### src/rtl/sn_stream_gen.sv
// rtl/sn_stream_gen.sv - binary-to-stochastic bitstream generator with valid/ready handshake
module sn_stream_gen #(
  parameter int N_CH       = 4,
  parameter int W          = 4,
  parameter int PHASE_STEP = 0
) (
  input  logic              i_clk_sn_gen,
  input  logic              i_rst_sn_gen,
  input  logic              i_start,
  input  logic              i_stop,
  input  logic [N_CH*W-1:0] i_x,
  input  logic              i_ready,
  output logic              o_busy,
  output logic              o_valid,
  output logic [N_CH-1:0]   o_sn_bit,
  output logic              o_last,
  output logic              o_done
);

  localparam int L = 1 << W;

  typedef enum logic [1:0] {
    ST_IDLE = 2'd0,
    ST_GEN  = 2'd1,
    ST_DONE = 2'd2
  } state_e;

  state_e              state_q, state_d;
  logic [W-1:0]        c_q, c_d;
  logic [N_CH*W-1:0]   x_q, x_d;
  logic [N_CH-1:0]     sn_raw;

  // Bit chosen for one slot: skip past the trailing ones of the slot index, the
  // count selects an operand bit from the MSB down; the all-ones slot emits 0.
  function automatic logic slot_bit(input logic [W-1:0] s, input logic [W-1:0] xj);
    int   t;
    logic run;
    t   = 0;
    run = 1'b1;
    for (int k = 0; k < W; k++) begin
      if (run && s[k]) begin
        t = t + 1;
      end else begin
        run = 1'b0;
      end
    end
    if (t == W) begin
      return 1'b0;
    end
    return xj[W-1-t];
  endfunction

  // State, beat counter and frozen operand registers
  always_ff @(posedge i_clk_sn_gen) begin
    if (i_rst_sn_gen) begin
      state_q <= ST_IDLE;
      c_q     <= '0;
      x_q     <= '0;
    end else begin
      state_q <= state_d;
      c_q     <= c_d;
      x_q     <= x_d;
    end
  end

  // Next-state and control outputs; stop beats a completing beat in GEN
  always_comb begin
    state_d = state_q;
    c_d     = c_q;
    x_d     = x_q;
    o_busy  = 1'b0;
    o_valid = 1'b0;
    o_last  = 1'b0;
    o_done  = 1'b0;
    case (state_q)
      ST_IDLE: begin
        if (i_start) begin
          x_d     = i_x;
          c_d     = '0;
          state_d = ST_GEN;
        end
      end
      ST_GEN: begin
        o_busy  = 1'b1;
        o_valid = 1'b1;
        o_last  = &c_q;
        if (i_stop) begin
          c_d     = '0;
          state_d = ST_IDLE;
        end else if (i_ready) begin
          if (&c_q) begin
            c_d     = '0;
            state_d = ST_DONE;
          end else begin
            c_d = c_q + 1'b1;
          end
        end
      end
      ST_DONE: begin
        o_busy  = 1'b1;
        o_done  = 1'b1;
        state_d = ST_IDLE;
      end
      default: begin
        state_d = ST_IDLE;
      end
    endcase
  end

  // Per-channel slot index with phase offset, then mux of the operand bit
  always_comb begin
    sn_raw = '0;
    for (int j = 0; j < N_CH; j++) begin
      sn_raw[j] = slot_bit(c_q + W'((j * PHASE_STEP) % L), x_q[j*W +: W]);
    end
  end

  // Stream bits are only driven while a beat is being offered
  always_comb begin
    o_sn_bit = o_valid ? sn_raw : '0;
  end

endmodule

### config.mk
export PLATFORM = sky130hd
export DESIGN_NAME = sn_stream_gen
export DESIGN_NICKNAME = d
export VERILOG_FILES = /design/src/rtl/sn_stream_gen.sv
export SDC_FILE = /design/constraint.sdc
export NUM_CORES = 1
export LEC_CHECK = 0
export CAP_MARGIN = 20
export CORE_AREA = 5 5 55 57
export DETAILED_ROUTE_END_ITERATION = 6
export DIE_AREA = 0 0 60 62
export GPL_ROUTABILITY_DRIVEN = 0
export GPL_TIMING_DRIVEN = 0
export PLACE_DENSITY = 0.8
export SYNTH_ARGS = -nofsm -noshare
export SYNTH_HDL_FRONTEND = slang
export SYNTH_SLANG_ARGS = --single-unit
### constraint.sdc
create_clock -name i_clk_sn_gen -period 3.9 [get_ports i_clk_sn_gen]
set_input_delay 0.78 -clock i_clk_sn_gen [delete_from_list [all_inputs] [get_ports i_clk_sn_gen]]
set_output_delay 0.78 -clock i_clk_sn_gen [all_outputs]
set_load 0.01 [all_outputs]
Yosys cells after proc, flatten, opt, wreduce, memory -nomap -nowiden
Cells that the tools add are included.
- flip-flop bits (word level): 22
- bits of input ports: 21
- output and inout bits: 8
- word-level logic and storage cells: 65
- $add $sub $neg: 5
- order comparisons: 1
- eq/ne operators: 6
- mux-type cells: 40
- reductions and logical operators: 10
- operators with widths (operator ; count):
    $add 32x2->32 const B ; 3
    $mux 32 ; 3
    $eq 32x4->1 const B ; 1
    $lt 32x4->1 const B ; 1
    $sub 3x32->32 const A ; 1
    $mux 1 ; 22
    $mux 4 ; 5
    $bmux 1 s2 ; 4
    $mux 2 ; 4
    $pmux 4 s2 ; 1
    $ne 3x3->1 const B ; 2
    $reduce_and 3->1 ; 2
    $add 4x1->4 const B ; 1
    $pmux 2 s2 ; 1
    $reduce_and 4->1 ; 1
    $logic_and 1x1->1 ; 3
    $eq 2x1->1 const B ; 1
    $eq 2x2->1 const B ; 1
    $logic_not 2->1 ; 1
    $ne 2x2->1 const B ; 1
    $reduce_and 2->1 ; 1
    $reduce_bool 2->1 ; 1
    $reduce_or 2->1 ; 1

Logic depth before layout (Yosys ltp)
- word-level depth: 13
- gate-level depth with buffers: 9
- gate-level depth less buffers: 8

Worst setup path before layout
OpenSTA, ideal clock, no wires.
- kind: register to output
- from: reg c_q[0]
- to: out o_sn_bit[0]
- arrival time: 2.266 ns
- required time: 3.120 ns
- path slack: 0.854 ns
- stages on the path, launching flop included: 10
- path buffers: 1
- cell sequence: dfxtp_1 > ha_1 > clkbuf_1 > nand2_1 > xnor2_1 > ha_1 > nand3b_1 > nand3_4 > a41o_1 > a211oi_1
- cells in the longest elaborated chain, start to end: 13
- elaborated cells on any way between the ends: 21
- those cells by class: add/sub: 4; eq/ne: 1; mux: 13; reduce/logical: 3
- RTL lines (item ; RTL line ; RTL):
    start, declared ; 29 ; logic [W-1:0] c_q, c_d;
    start signal, assigned ; 57 ; c_q <= '0;
    start signal, assigned ; 61 ; c_q <= c_d;
    $mux 1 ; 41 ; if (run && s[k]) begin
    $add 32x2->32 or $logic_and 1x1->1 (tied branches) ; 42, 41 ;
    $mux 32 or $mux 1 (tied branches) ; 41 ;
    $add 32x2->32 or $logic_and 1x1->1 (tied branches) ; 42, 41 ;
    $mux 32 or $mux 1 (tied branches) ; 41 ;
    $add 32x2->32 or $logic_and 1x1->1 (tied branches) ; 42, 41 ;
    $mux 32 * ; 41 ;
    $sub 3x32->32 ; 50 ; return xj[W-1-t];
    $bmux 1 s2 ; 50 ;
    $mux 1 (not written as such) (2 in series) ; 50 ;
    $mux 1 * ; 50 ;
    $mux 4 * ; 120 ; o_sn_bit = o_valid ? sn_raw : '0;
    end, declared ; 15 ; output logic [N_CH-1:0] o_sn_bit,
Mark *: on every way between the ends. The rest lies on a longest branch, timed or not. The select of a mux whose other input is x is not followed.

Final worst setup path
- from: reg c_q[0]
- to: out o_sn_bit[1]
The elaborated chain is that of the path after synthesis.

==> results.cfg <==
[clock_tree]
ctsHoldBuffers = 0
cts.sinks = 22
cts-root-buf = clkbuf_4
tritoncts = built
clkLatencyLatePin_ns = 0.32
clkTransAtPathRegs_ns = 0.14
numCtsBuffers = 3
htreeDepth = 1
cts_buffer_depth = 2

[global_routing]
grt_pass1_wl_um = 4710
grt.total_usage_pct = 16.7
grt_max_degree = 14
grt.overflow.total = 0
antenna_found_initial = 0
use_met2_pct = 28.9
grtUsageMet3_pct = 2.27
use_met1_pct = 20.3
grt_pass1_vias = 1080
top_usage_layer = met2

[route]
drt-pass1-iter-count = 4
drt_iter0_drc = 66
drcViolationCount = 0
ant_nets = 0
routed_wl_um = 2840
routedWlPerCell_um = 13.6
vias = 1119
viasPerCell = 5.35

[sta]
min_period_ns = 3.68
setup-tns-final_ns = 0
timing.final.setup_violations = 0
min_period_over_period_pct = 94.4
rsz0062_at_grt = false
fin_skew_ns = 0.00750
hold_ws_ns = 0.459
slew_violations = 0
slew_headroom_pct = 60.2
fmax_ghz = 0.272
finalWorstSetupSlack_ns = 0.220
tightest_slew_ns = 0.596
hold_viol_final = 0

[pwr]
ir_worst_vdd_mv = 0.197
power_density_nw_per_um2 = 341
power_frac_comb_pct = 21.2
p_leak_uw = 0.000643
p_total_uw = 548
sw_frac_of_total_pct = 26.5
p_seq_share_pct = 45.8
power_switching_uw = 145
intPower_uw = 403
clkPwrFrac_pct = 33.0

[layout]
syn_to_final_growth_pct = 31.8
final_cell_mix = 36 x nand2_1, 26 x clkdlybuf4s50_1, 21 x a21oi_1
final_util_pct = 66.1
drive_gt1_share_pct = 6.70
final_common_cell = nand2_1
nets = 208
antenna_cells = 0

[synthesis]
synth_top_area_share_pct = 36.1
synth.largest_area_cell = dfxtp_1
synth_area_um2 = 1220
syn-num-nets = 177
synth-seq-cells = 22
syn_inst = 149
synth-seq-area-share_pct = 36.1
ys_types = 30
avgSynthCellArea_um2 = 8.19
synth_warnings = 0
synth_area_leaders = dfxtp_1 36%, nand2_1 11%, a21oi_1 8.6%, ha_1 7.2%, mux2i_1 5.7%

[floorplan]
die_w_um = 60
fp-row-count = 18
dieArea_um2 = 3720
core_area_um2 = 2430
die_h_um = 62
io_pins = 29
start_util_pct = 50.2

[hold_path]
hold_path.class = flip-flop to flip-flop

[setup_path]
required_ns = 3.12
critPathLaunchType = flip-flop
worstSetupPathType = flip-flop to output port
cp_max_fo = 9
cp.arrival_ns = 2.90
endpoint_kind = output port

[place]
post-place-ws_ns = 0.0718
io_buffers = 28
dp_hpwl_um = 2110

[flow_run]
cap_violations = 0

[status]
status = finished clean
registers in the layout, indices dropped and copies added, names as in the netlist:
| register | flops |
|---|---|
| x_q | 16 |
| c_q | 4 |
| state_q | 2 |
power by group through the flow:
stage | registers [µW] | clock network (µW) | logic [µW]
6_report | 251 | 181 | 116
5_1_grt | 253 | 191 | 131
4_1_cts | 250 | 182 | 117
3_5_place_dp | 255 | 0 | 117
3_3_place_gp | 254 | 0 | 113
2_1_floorplan | 252 | 0 | 70.1
final timing paths:
path,endpoint,depth (start not counted),slack [ns],startpoint
setup / recovery,o_sn_bit[1],9,0.22,c_q[0]
hold / removal,x_q[8],2,0.46,x_q[8]
setup reg to reg,x_q[7],7,2.15,state_q[0]
hold reg to reg,x_q[8],2,0.46,x_q[8]
worst max-delay path, cell delays in order, from the launching register on:
cell,delay [ns]
dfxtp_4,0.43
ha_4,0.21
nand2_1,0.09
xnor2_1,0.16
ha_1,0.28
nand3b_1,0.16
nand3_4,0.17
a41o_1,0.33
a211oi_1,0.18
clkdlybuf4s50_1,0.58
synthesized netlist by cell type, drive strengths merged:
cell type,number
ha,7
mux2i,7
nand2,36
nand3b,2
nand3,2
mux2,1
xor2,1
nor2,6
a211oi,5
nand4b,2
nor3,1
nor2b,2
inv,4
buf,1
dfxtp,22
a21boi,1
a21o,1
clkbuf,7
a41o,1
or4b,1
a21oi,21
o21a,1
nand2b,1
a221oi,4
nand4,1
a21bo,1
and2,6
and4,1
xnor2,3
timing repair:
| item | 4_1_cts | 5_1_grt |
|---|---|---|
| cloned | 0 | 0 |
| endpoints found under the setup margin | 4 | 4 |
| endpoints found under the hold margin | 0 | 0 |
| buffers inserted | 0 | 0 |
| gates resized for setup | 2 | 6 |
| pin swaps | 0 | 0 |
final cells by class:
class                   instances  area (µm²)
fillers                       211         825
multi-input cells             115         742
flip-flops and latches         22         445
repair buffers                 28         285
well taps                      30        37.5
clock inverters                 1        30.0
plain buffers                   6        30.0
clock buffers                   3        22.5
inverters                       4        15.0
routing by layer:
layer	up-vias	part of all wire, %
li1	576	-
met1	515	46
met2	23	49
met3	5	3.1
met4	0	1.9
met5	-	0
cells by family (layout without fill, tap and decap cells):
kind of cell | after synthesis | count (layout) | share of synthesized area (%)
AO/OA/AOI/OAI | 35 | 35 | 18.1
XOR/XNOR | 4 | 4 | 2.87
adder cells (fa/ha/maj) | 7 | 7 | 7.18
buffers and inverters | 12 | 42 | 4.31
flip-flops | 22 | 22 | 36.1
multiplexers | 8 | 8 | 6.67
AND/OR/NAND/NOR | 61 | 61 | 24.8
stage by stage:
step | instances | area [µm²]
5_1_grt | 209 | 1610
3_5_place_dp | 207 | 1540
2_1_floorplan | 149 | 1220
3_3_place_gp | 207 | 1540
4_1_cts | 210 | 1590
6_report | 209 | 1610
Power figures use the tool's default switching activity.
